### src/rtl/camera_follower.sv
// Per-frame camera smoother/clamp; optional deadzone under CAMERA_DEADZONE_EN.
// frame_start at edge E -> new camera and one-cycle valid after E+4; target ready only in IDLE.
module camera_follower #(
  parameter int SMOOTH_SHIFT = 3,
  parameter int DEADZONE     = 16,
  parameter int CAM_MIN_X    = -100000,
  parameter int CAM_MAX_X    = 100000,
  parameter int CAM_MIN_Y    = -100000,
  parameter int CAM_MAX_Y    = 100000,
  parameter int RESET_X      = 0,
  parameter int RESET_Y      = 0
) (
  input  logic               clk_in,
  input  logic               rst_n_in,
  input  logic               target_valid_in,
  output logic               target_ready_out,
  input  logic signed [31:0] target_x_in,
  input  logic signed [31:0] target_y_in,
  input  logic               frame_start_in,
  input  logic               snap_in,
  output logic signed [31:0] camera_x_out,
  output logic signed [31:0] camera_y_out,
  output logic               camera_valid_out
);

`ifdef CAMERA_DEADZONE_EN
  localparam bit DZ_EN = 1'b1;
`else
  localparam bit DZ_EN = 1'b0;
`endif

  typedef enum logic [2:0] {S_IDLE, S_DIFF, S_STEP, S_CLAMP, S_COMMIT} state_t;

  state_t             r_state, w_next;
  logic signed [31:0] r_tx, r_ty, r_cam_x, r_cam_y, r_nx, r_ny;
  logic signed [32:0] r_dx, r_dy, r_sx, r_sy;
  logic               r_have, r_snap, r_cam_vld;
  logic               w_xfer;

  // Floor shift, but never a zero step for a nonzero distance unless the deadzone holds it.
  function automatic logic signed [32:0] f_step(input logic signed [32:0] d, input logic snap);
    logic signed [32:0] s;
    logic        [32:0] mag;
    s   = d >>> SMOOTH_SHIFT;
    mag = d[32] ? 33'(-d) : 33'(d);
    if (d != '0 && s == '0) s = d[32] ? -33'sd1 : 33'sd1;
    if (DZ_EN && mag <= 33'(DEADZONE)) s = '0;
    if (snap) s = d;
    return s;
  endfunction

  function automatic logic signed [31:0] f_clamp(input logic signed [31:0] c,
                                                 input logic signed [32:0] s,
                                                 input int mn, input int mx);
    logic signed [33:0] n;
    n = 34'(c) + 34'(s);
    if (n < 34'(mn)) return 32'(mn);
    if (n > 34'(mx)) return 32'(mx);
    return n[31:0];
  endfunction

  assign target_ready_out = (r_state == S_IDLE);
  assign w_xfer           = target_valid_in && target_ready_out;
  assign camera_x_out     = r_cam_x;
  assign camera_y_out     = r_cam_y;
  assign camera_valid_out = r_cam_vld;

  always_comb begin
    w_next = r_state;
    case (r_state)
      S_IDLE:   if (frame_start_in && (r_have || w_xfer)) w_next = S_DIFF;
      S_DIFF:   w_next = S_STEP;
      S_STEP:   w_next = S_CLAMP;
      S_CLAMP:  w_next = S_COMMIT;
      S_COMMIT: w_next = S_IDLE;
      default:  w_next = S_IDLE;
    endcase
  end

  always_ff @(posedge clk_in or negedge rst_n_in) begin
    if (!rst_n_in) begin
      r_state   <= S_IDLE;
      r_tx      <= '0;
      r_ty      <= '0;
      r_have    <= 1'b0;
      r_snap    <= 1'b0;
      r_dx      <= '0;
      r_dy      <= '0;
      r_sx      <= '0;
      r_sy      <= '0;
      r_nx      <= '0;
      r_ny      <= '0;
      r_cam_x   <= 32'(RESET_X);
      r_cam_y   <= 32'(RESET_Y);
      r_cam_vld <= 1'b0;
    end else begin
      r_state   <= w_next;
      r_cam_vld <= 1'b0;
      if (w_xfer) begin
        r_tx   <= target_x_in;
        r_ty   <= target_y_in;
        r_have <= 1'b1;
      end
      case (r_state)
        S_IDLE:   if (w_next == S_DIFF) r_snap <= snap_in;
        S_DIFF: begin
          r_dx <= 33'(r_tx) - 33'(r_cam_x);
          r_dy <= 33'(r_ty) - 33'(r_cam_y);
        end
        S_STEP: begin
          r_sx <= f_step(r_dx, r_snap);
          r_sy <= f_step(r_dy, r_snap);
        end
        S_CLAMP: begin
          r_nx <= f_clamp(r_cam_x, r_sx, CAM_MIN_X, CAM_MAX_X);
          r_ny <= f_clamp(r_cam_y, r_sy, CAM_MIN_Y, CAM_MAX_Y);
        end
        S_COMMIT: begin
          r_cam_x   <= r_nx;
          r_cam_y   <= r_ny;
          r_cam_vld <= 1'b1;
        end
        default: ;
      endcase
    end
  end

endmodule

### config.mk
export PLATFORM = sky130hd
export DESIGN_NAME = camera_follower
export DESIGN_NICKNAME = d
export VERILOG_FILES = /design/src/rtl/camera_follower.sv
export SDC_FILE = /design/constraint.sdc
export NUM_CORES = 1
export LEC_CHECK = 0
export CAP_MARGIN = 20
export CELL_PAD_IN_SITES_DETAIL_PLACEMENT = 0
export CELL_PAD_IN_SITES_GLOBAL_PLACEMENT = 2
export CORE_ASPECT_RATIO = 1.1
export CORE_MARGIN = 1.5
export CORE_UTILIZATION = 38
export CTS_CLUSTER_DIAMETER = 100
export CTS_CLUSTER_SIZE = 10
export DETAILED_ROUTE_END_ITERATION = 12
export HOLD_SLACK_MARGIN = 0.05
export MAX_ROUTING_LAYER = met4
export PLACE_DENSITY = 0.78
export SLEW_MARGIN = 15
export SYNTH_ARGS = -nofsm -noshare
export SYNTH_HDL_FRONTEND = slang
export SYNTH_SLANG_ARGS = --single-unit
### constraint.sdc
create_clock -name clk_in -period 4.5 [get_ports clk_in]
set_input_delay 0.9 -clock clk_in [delete_from_list [all_inputs] [get_ports clk_in]]
set_output_delay 0.9 -clock clk_in [all_outputs]
set_load 0.05 [all_outputs]
### Word-level counts from Yosys, hierarchy flattened

Index checks and enable logic that the tools add are counted.

| word-level totals | value |
|---|---|
| register bits | 330 |
| input port bits | 69 |
| output and inout bits | 66 |
| word-level logic and storage cells | 65 |

| operators by class | value |
|---|---|
| $add $sub $neg | 4 |
| order comparisons | 4 |
| equality and inequality tests | 5 |
| multiplexer cells | 27 |
| reduce and logical (&&, ||, !) cells | 11 |

Operators with widths:

| kind | count |
|---|---|
| $mux 32 | 8 |
| $mux 33 | 6 |
| $add 32x33->34 | 2 |
| $gt 34x18->1 const B | 2 |
| $lt 34x18->1 const B | 2 |
| $logic_not 33->1 | 2 |
| $reduce_bool 33->1 | 2 |
| $sub 32x32->33 | 2 |
| $pmux 3 s4 | 1 |
| $mux 1 | 11 |
| $eq 3x1->1 const B | 2 |
| $eq 3x2->1 const B | 2 |
| $logic_and 1x1->1 | 4 |
| $eq 3x3->1 const B | 1 |
| $logic_not 3->1 | 1 |
| $mux 3 | 1 |
| $reduce_and 2->1 | 1 |
| $logic_or 1x1->1 | 1 |

### Longest topological paths before layout

| depth | value |
|---|---|
| depth after elaboration | 8 |
| mapped depth | 16 |
| depth with buffers taken out | 15 |

### Worst setup path after synthesis

OpenSTA, ideal clock, no wires.

| timing | value |
|---|---|
| path type | reg-to-reg |
| from | register r_cam_y[0], in the netlist camera_y_out[0] |
| to | register r_ny[12] |
| setup time | 0.126 ns |
| arrival time | 3.774 ns |
| required time | 4.374 ns |
| setup slack | 0.600 ns |
| cell stages (with the launch flop) | 17 |
| path buffers | 1 |
| clock period less this slack | 3.900 ns |
| cells stage by stage | dfrtp_1 > ha_1 > inv_1 > fa_1 > nor2b_1 > o31a_1 > o211ai_2 > and2_2 > o21ai_1 > xnor2_2 > a311oi_1 > or4b_1 > nor4b_2 > nand3_1 > nand2_1 > buf_6 > a31oi_1 |

| on the way | value |
|---|---|
| word-level cells in the longest chain between the ends | 7 |
| elaborated cells on any way between the ends | 11 |
| classes of those cells | add/sub: 1; order compare: 2; mux: 8 |

RTL lines:

| item | RTL line | RTL |
|---|---|---|
| start, declared | 35 | `logic signed [31:0] r_tx, r_ty, r_cam_x, r_cam_y, r_nx, r_ny;` |
| start signal, assigned | 94 | `r_cam_y <= 32'(RESET_Y);` |
| start signal, assigned | 120 | `r_cam_y <= r_ny;` |
| $add 32x33->34 * | 56 | `n = 34'(c) + 34'(s);` |
| $gt 34x18->1 | 58 | `if (n > 34'(mx)) return 32'(mx);` |
| $mux 1 (2 in a row) | 58 |  |
| $mux 1 | 104 | `case (r_state)` |
| $mux 32 | 59 | `return n[31:0];` |
| $mux 32 * | 58 |  |
| end signal, assigned | 116 | `r_ny <= f_clamp(r_cam_y, r_sy, CAM_MIN_Y, CAM_MAX_Y);` |
| end, declared | 35 |  |

Mark *: on every way between the ends. The rest lies on a longest branch, timed or not. The select of a mux whose other input is x is not followed.
A chain may end at the register's enable or synchronous reset.

### Worst setup path in the final report

| timing | value |
|---|---|
| from | register r_cam_y[0], in the netlist camera_y_out[0] |
| to | register r_ny[14] |

Same word-level chain as after synthesis.

==> impl_metrics.json <==
{
  "outcome": "finished with violations",
  "violations": "design-rule violations",
  "ys_ff_latch": 330,
  "drtAntennaViolNets": 0,
  "pwr_density_cell_mw_per_mm2": 894,
  "drv_slew": 0,
  "die_area_mm2": 0.0535,
  "dp_slack_ns": 0.275,
  "fin_crit_sh_pct": 91.5,
  "cts_buffers": 39,
  "port_buffers": 134,
  "final_area_mm2": 0.0229,
  "clock_path_buffers": 3,
  "synth-edff-count": 0,
  "ys_seq_area_share_pct": 41.7,
  "rsz0062_at_grt": "no",
  "clkTransAtPathRegs_ns": 0.05,
  "synth.avg_cell_area_um2": 9.11,
  "hold_viol_final": 0,
  "async_flop_share_pct": 100,
  "grt_max_degree": 103,
  "grt_pass1_wl_um": 89900,
  "nets": 2481,
  "synth_nets": 2377,
  "path_buf_inv": 1,
  "drive_above_1_share_pct": 7.31,
  "max-slew-margin-rel_pct": 33.9,
  "std_cell_rows": 87,
  "initial_core_util_pct": 38.5,
  "clock_latency_ns": 0.57,
  "drt_first_pass_iters": 9,
  "p_sw_share_pct": 47.4,
  "crit_required_ns": 4.92,
  "clkPwrFrac_pct": 13.9,
  "crit_family": "simple AND/OR/NAND/NOR gates",
  "antennaDiodeCount": 0,
  "seqPwrFrac_pct": 27.4,
  "switching_power_uw": 9700,
  "cts_setup_buffers": 0,
  "grt_pass1_vias": 16100,
  "setup_ws_ns": 0.385,
  "syn_inst": 2174,
  "grtUsageTotal_pct": 22.0,
  "ys_types": 84,
  "cts_max_level": 2,
  "grt_overflow": 0,
  "area_delta_synth_final_pct": 15.6,
  "synth_area_leaders": "dfrtp_1 (42%), ha_1 (8.2%), nand2_1 (6.5%)",
  "arrival_ns": 4.53,
  "final.setup.tns_ns": 0,
  "setup_violations": 0,
  "antenna_found_initial": 0,
  "first_iter_violations": 776,
  "slowest_stage": "or4b_1",
  "cts.sinks": 330,
  "holdCritPathClass": "primary input to asynchronous set/reset pin",
  "fin_crit_ns": 4.12,
  "tritoncts": "built",
  "p_comb_share_pct": 58.7,
  "die_w_um": 221,
  "internal_power_uw": 10700,
  "max_stage_delay_ns": 0.50,
  "endpoint_kind": "register",
  "max_freq_mhz": 243,
  "p_leak_uw": 0.0103,
  "cts_root_buf": "clkbuf_16",
  "ys_warn_count": 0,
  "syn_area_mm2": 0.0198,
  "synth_top_area_share_pct": 41.7,
  "vias": 15700,
  "cp-start-kind": "register",
  "drc": 6,
  "synth_top_flop_cell": "dfrtp_1",
  "wl_um": 56000,
  "die_y_um": 242,
  "max_cap_violations": 0,
  "critical_path.cell_chain": "ha_1 > inv_1 > fa_1 > nor2b_1 > o31a_1 > o211ai_2 > and2_2 > o21ai_1 > xnor2_2 > a311oi_1 > or4b_1 > nor4b_2 > nand3_1 > nand2_2 > a31oi_1",
  "layout_commonest_cell": "nand2_1",
  "avgViaCountPerCell": 5.33,
  "synth_area_leader_cell": "dfrtp_1",
  "gp_congestion": 0.885,
  "final_cell_mix": "nand2_1 (341), dfrtp_1 (329), o21ai_0 (231), clkdlybuf4s50_1 (133), ha_1 (130)",
  "peakVddDrop_mv": 0.574,
  "place_hpwl_um": 43000,
  "tightest_slew_ns": 0.982,
  "wl_per_cell_um": 19.0,
  "placed_area_mm2": 0.0218,
  "worst_clock_skew_ns": 0.0198,
  "ios": 135,
  "power_uw": 20400,
  "core_mm2": 0.0514,
  "crit_fanout": 11,
  "critPathKind": "register to register"
}
power by group through the flow:
stage               registers, uW  logic [uW]  clock network, uW
finish                       5600       12000               2850
global route                 5790       13400               3060
CTS                          5640       12100               2960
detailed placement           5680       12000                  0
global placement             5650       12000                  0
floorplan                    5810        8410                  0
through the flow:
stage | instances | utilization [%] | hold WS, ns
after global placement | 2903 | 42.5 | 0.439
final | 2950 | 44.5 | 0.363
after CTS | 2950 | 44.5 | 0.401
after global routing | 2950 | 44.5 | 0.433
after floorplan | 2174 | - | 0.427
after detailed placement | 2904 | 42.5 | 0.445
per-layer routing:
layer  wire length (um)  vias up  track usage [%]
met4               1130        0             5.09
met5                  0        -                -
met3               1440       64             2.64
li1                   -     7916                -
met2              28200      204             37.3
met1              25200     7540             27.8
cells in the mapped netlist (14+ instances only):
cell type / count
nand2_1: 343
dfrtp_1: 330
o21ai_0: 231
ha_1: 130
nor2_1: 125
a21oi_1: 123
inv_1: 95
clkbuf_1: 81
mux2_2: 67
mux2i_1: 59
xnor2_1: 57
xor2_1: 51
a21o_1: 44
nand3_1: 39
o21ai_1: 35
nor3_1: 24
a31oi_1: 23
nand2b_1: 21
nand4_1: 19
nor2b_1: 19
nor4_1: 17
o31ai_1: 16
a211oi_1: 15
and3_1: 14
registers in the layout (all words and copies together) (netlist names):
name,flops
r_dy,33
r_sx,33
r_nx,32
camera_y_out,32
camera_x_out,32
r_sy,33
camera_valid_out,1
r_have,1
r_state,3
r_tx,32
r_ty,32
r_ny,32
r_snap,1
r_dx,33
final timing paths:
path | start | to | slack, ns | cells after the start
setup / recovery | camera_y_out[0] | r_ny[14] | 0.38 | 15
min in group clk_in | r_have | r_have | 0.45 | 1
setup reg to reg | camera_y_out[0] | r_ny[14] | 0.38 | 15
hold / removal | rst_n_in | r_tx[4] | 0.36 | 1
hold reg to reg | r_have | r_have | 0.45 | 1
max in group asynchronous | rst_n_in | r_ny[4] | 3.11 | 2
cells by family after synthesis:
group / synth area share [%]
AOI/OAI and AO/OA: 18.8
DFF: 41.7
and+or+nand+nor: 15.5
muxes: 6.79
xor gates and xnor gates: 4.86
buffers and inverters: 3.73
adders and majority gates: 8.62
worst register-to-register path: stages, from the launching register on:
cell and delay (ns):
dfrtp_1 0.39, ha_1 0.21, inv_1 0.07, fa_1 0.40, nor2b_1 0.16, o31a_1 0.26
o211ai_2 0.20, and2_2 0.26, o21ai_1 0.26, xnor2_2 0.18, a311oi_1 0.16, or4b_1 0.50
nor4b_2 0.40, nand3_1 0.14, nand2_2 0.25, a31oi_1 0.13
final cells by class:
class	instances	area, um^2
tap	667	835
sequential	330	8260
clock buffer	40	980
clock inverter	6	66.3
inverter	95	357
fill	5070	28500
timing repair buffer	159	1560
multi-input combinational	1653	10800
what timing repair did:
action / in CTS / in global routing
resized for setup: 0 / 1
hold buffers: 0 / 0
hold endpoints to repair: 0 / 0
setup endpoints to repair: 0 / 7
No activity file was read; power rests on OpenSTA's default activity.
==> RTL edit (config.mk and constraints unchanged) <==
Add an input register stage for `target_x_in`; this delays it by one clock. The other inputs are not delayed to match.
--- a/src/rtl/camera_follower.sv
+++ b/src/rtl/camera_follower.sv
@@ -30,6 +30,12 @@
 `endif
 
   typedef enum logic [2:0] {S_IDLE, S_DIFF, S_STEP, S_CLAMP, S_COMMIT} state_t;
+
+  logic signed [31:0] target_x_q;
+
+  always_ff @(posedge clk_in) begin
+    target_x_q <= target_x_in;
+  end
 
   state_t             r_state, w_next;
   logic signed [31:0] r_tx, r_ty, r_cam_x, r_cam_y, r_nx, r_ny;
@@ -97,7 +103,7 @@
       r_state   <= w_next;
       r_cam_vld <= 1'b0;
       if (w_xfer) begin
-        r_tx   <= target_x_in;
+        r_tx   <= target_x_q;
         r_ty   <= target_y_in;
         r_have <= 1'b1;
       end
Behaviour: no difference found for any inputs over 4 cycles, from zero or initial values and one cycle with rst_n_in low; that may be too few to reach the edited logic, so the function may still have changed.
==> RTL edit against the original RTL <==
Routed wire length rose by 6.4%. Synthesized cell count rose by 5.4%. Final area rose by 6.6%. Clock power grew 8.8%. Critical endpoint is now r_ny[7]. Total power up 9.2%. Area after synthesis up 6.1%. Sequential cell count grew 32. Worst setup slack lost 86 ps.
==> RTL edit: results (changes against the original RTL) <==
metric	value	unit	change
Tot GR Track Use	21.9	%	-0.12 points
setup bufs post-CTS	0		unchanged
first-pass GRT wire length	95400	um	+6.2%
outcome	complete, no violations		
met1 GRT Util	31.4	%	+3.6 points
I/O Buffers	134		unchanged
fillers	5430		+7.1%
master cell of the clock root buffer	clkbuf_16		
Rel. slew slack	22.3	%	-12 points
skew final	24.6	ps	+4.76 ps
Seq/Total Area, Yosys	42.3	%	+0.64 points
grt met2 use	32.7	%	-4.6 points
crit start category	flip-flop		
crit-path leading delay family	simple AND/OR/NAND/NOR gates		
TNS Setup	0	ps	unchanged
dominant synthesized flop cell	dfrtp_1		
synth cell count leaders	330 x dfrtp_1, 292 x nand2_1, 256 x o21ai_0, 155 x nor2_1		
Netlist cell types	87		+3.6%
Static Leak	10.7	nW	+4.4%
WL final	59500	um	+6.4%
crit path max-delay cell type	or4_1		
R2R Path End	r_ny[7]		
min Tclk post-route	4200	ps	+86.3 ps
placed wire-length estimate	44700	um	+4.0%
synthesized net count	2495		+5.0%
Clock Pin Slew Worst Setup and Hold Paths	60	ps	
largest net degree at the start of global routing	108		+4.9%
FFs w/ async S/R, synth	91.2	%	-8.8 points
Clock Latency Late Sink	570	ps	about the same
reg-to-reg slack, setup	300	ps	-90 ps
gpl congestion	0.884		-0.11%
initial drt markers	1095		+41%
Synth Area per Inst	9.17	sq um	+0.67%
CP Capture Type	flip-flop		
antenna violations before repair	0		unchanged
Peak VDD IR	434	uV	-24%
Arr. time, crit path	4640	ps	+110 ps
vias in the first global route	16700		+4.0%
met3 GRT Util	2.91	%	+0.27 points
yosys warns	0		unchanged
H-tree lvl count	2		unchanged
Final #Nets	2607		+5.1%
largest stage delay on the critical path	570	ps	+70 ps
dpl ws	215	ps	-59.9 ps
origin of the critical flop-to-flop path	camera_y_out[0]		
Via density	5.40		+1.3%
CTS Buf Count	42		+7.7%
Placed Cells	3094		+6.5%
worst-case clock buffer depth	3		unchanged
CP max FO	5		-6
Final Instance Count excl. Fillers	3165		+7.3%
share of layout cells above drive strength 1	7.33	%	+0.013 points
Sw Share	47.6	%	+0.19 points
HP Class	in -> async		
diodes inserted	0		unchanged
DR pass1 iterations	5		-4
top cells by area, synth	dfrtp_1 39%, ha_1 7.7%, o21ai_0 6.1%		
RTL edit: cell count changes in the layout (fill, tap and decap cells not counted), sizes merged, moves of 13 or more:
| cell | change |
|---|---|
| inv | +16 |
| a211oi | +13 |
| nor2 | +28 |
| clkbuf | +27 |
| xor2 | -13 |
| dfxtp | +32 |
| nand2 | -51 |
RTL edit: power groups by stage:
stage / clock network (mW) / logic, mW / registers [mW]
after floorplan: 0 / 9.10 / 6.23
after global placement: 0 / 13.0 / 6.15
after detailed placement: 0 / 13.1 / 6.17
after CTS: 3.21 / 13.2 / 6.13
after global routing: 3.35 / 14.7 / 6.23
final: 3.10 / 13.2 / 6.04
RTL edit: how the worst min path moves through the flow:
stage / startpoint / end / slack, ps / cells after the start
after detailed placement: target_x_q[0] / r_tx[0] / 440 / 2
after global routing: r_have / r_have / 460 / 1
after floorplan: target_x_q[0] / r_tx[0] / 410 / 2
after global placement: target_x_q[0] / r_tx[0] / 430 / 2
after CTS: rst_n_in / r_tx[8] / 440 / 1
final: rst_n_in / r_tx[8] / 420 / 1
RTL edit: through the flow:
step	instance area [sq um]	utilization, %	power (mW)
after floorplan	21000	-	15.3
after CTS	24400	44.5	22.5
after detailed placement	23200	42.4	19.3
final	24400	44.6	22.3
after global routing	24400	44.6	24.3
after global placement	23200	42.3	19.1
RTL edit: cells by family (layout without fill, tap and decap cells):
kind of cell	after synthesis	in the layout	share of synthesized area, %
simple gates	701	701	15.6
compound gates	670	670	20.1
flops	362	362	42.3
buf+inv	214	351	3.94
fa+ha+maj	134	134	8.12
mux	127	127	6.44
xor+xnor	84	84	3.50
RTL edit: per-layer routing:
| metal | share of wire, % | routed length [um] |
|---|---|---|
| met3 | 3.4 | 2000 |
| met5 | 0 | 0 |
| met1 | 50 | 30000 |
| met2 | 44 | 26400 |
| met4 | 2.0 | 1190 |
RTL edit: what timing repair did:
action	CTS	global route
hold buffers	0	0
gates resized for setup	0	3
endpoints found under the setup margin	0	11
RTL edit: cell type report:
cell class / instances / area share [%]
clock buffers: 67 / 4.69
repair buffers: 169 / 6.73
flip-flops and latches: 362 / 36.5
clock inverters: 2 / 0.103
inverters: 113 / 1.74
multi-input cells: 1716 / 46.4
well taps: 736 / 3.78
RTL edit: worst reg2reg max path, stage by stage, from the launching register on:
cell      delay (ps)
dfrtp_1          400
ha_1             210
inv_1             60
fa_1             410
nand2b_1         210
a21o_1           170
a21oi_1          340
nor3_1           120
xnor2_1          190
or4_1            570
a221oi_1         320
nand4_1          180
nor4_4           360
a211oi_1         200
a311o_1          370
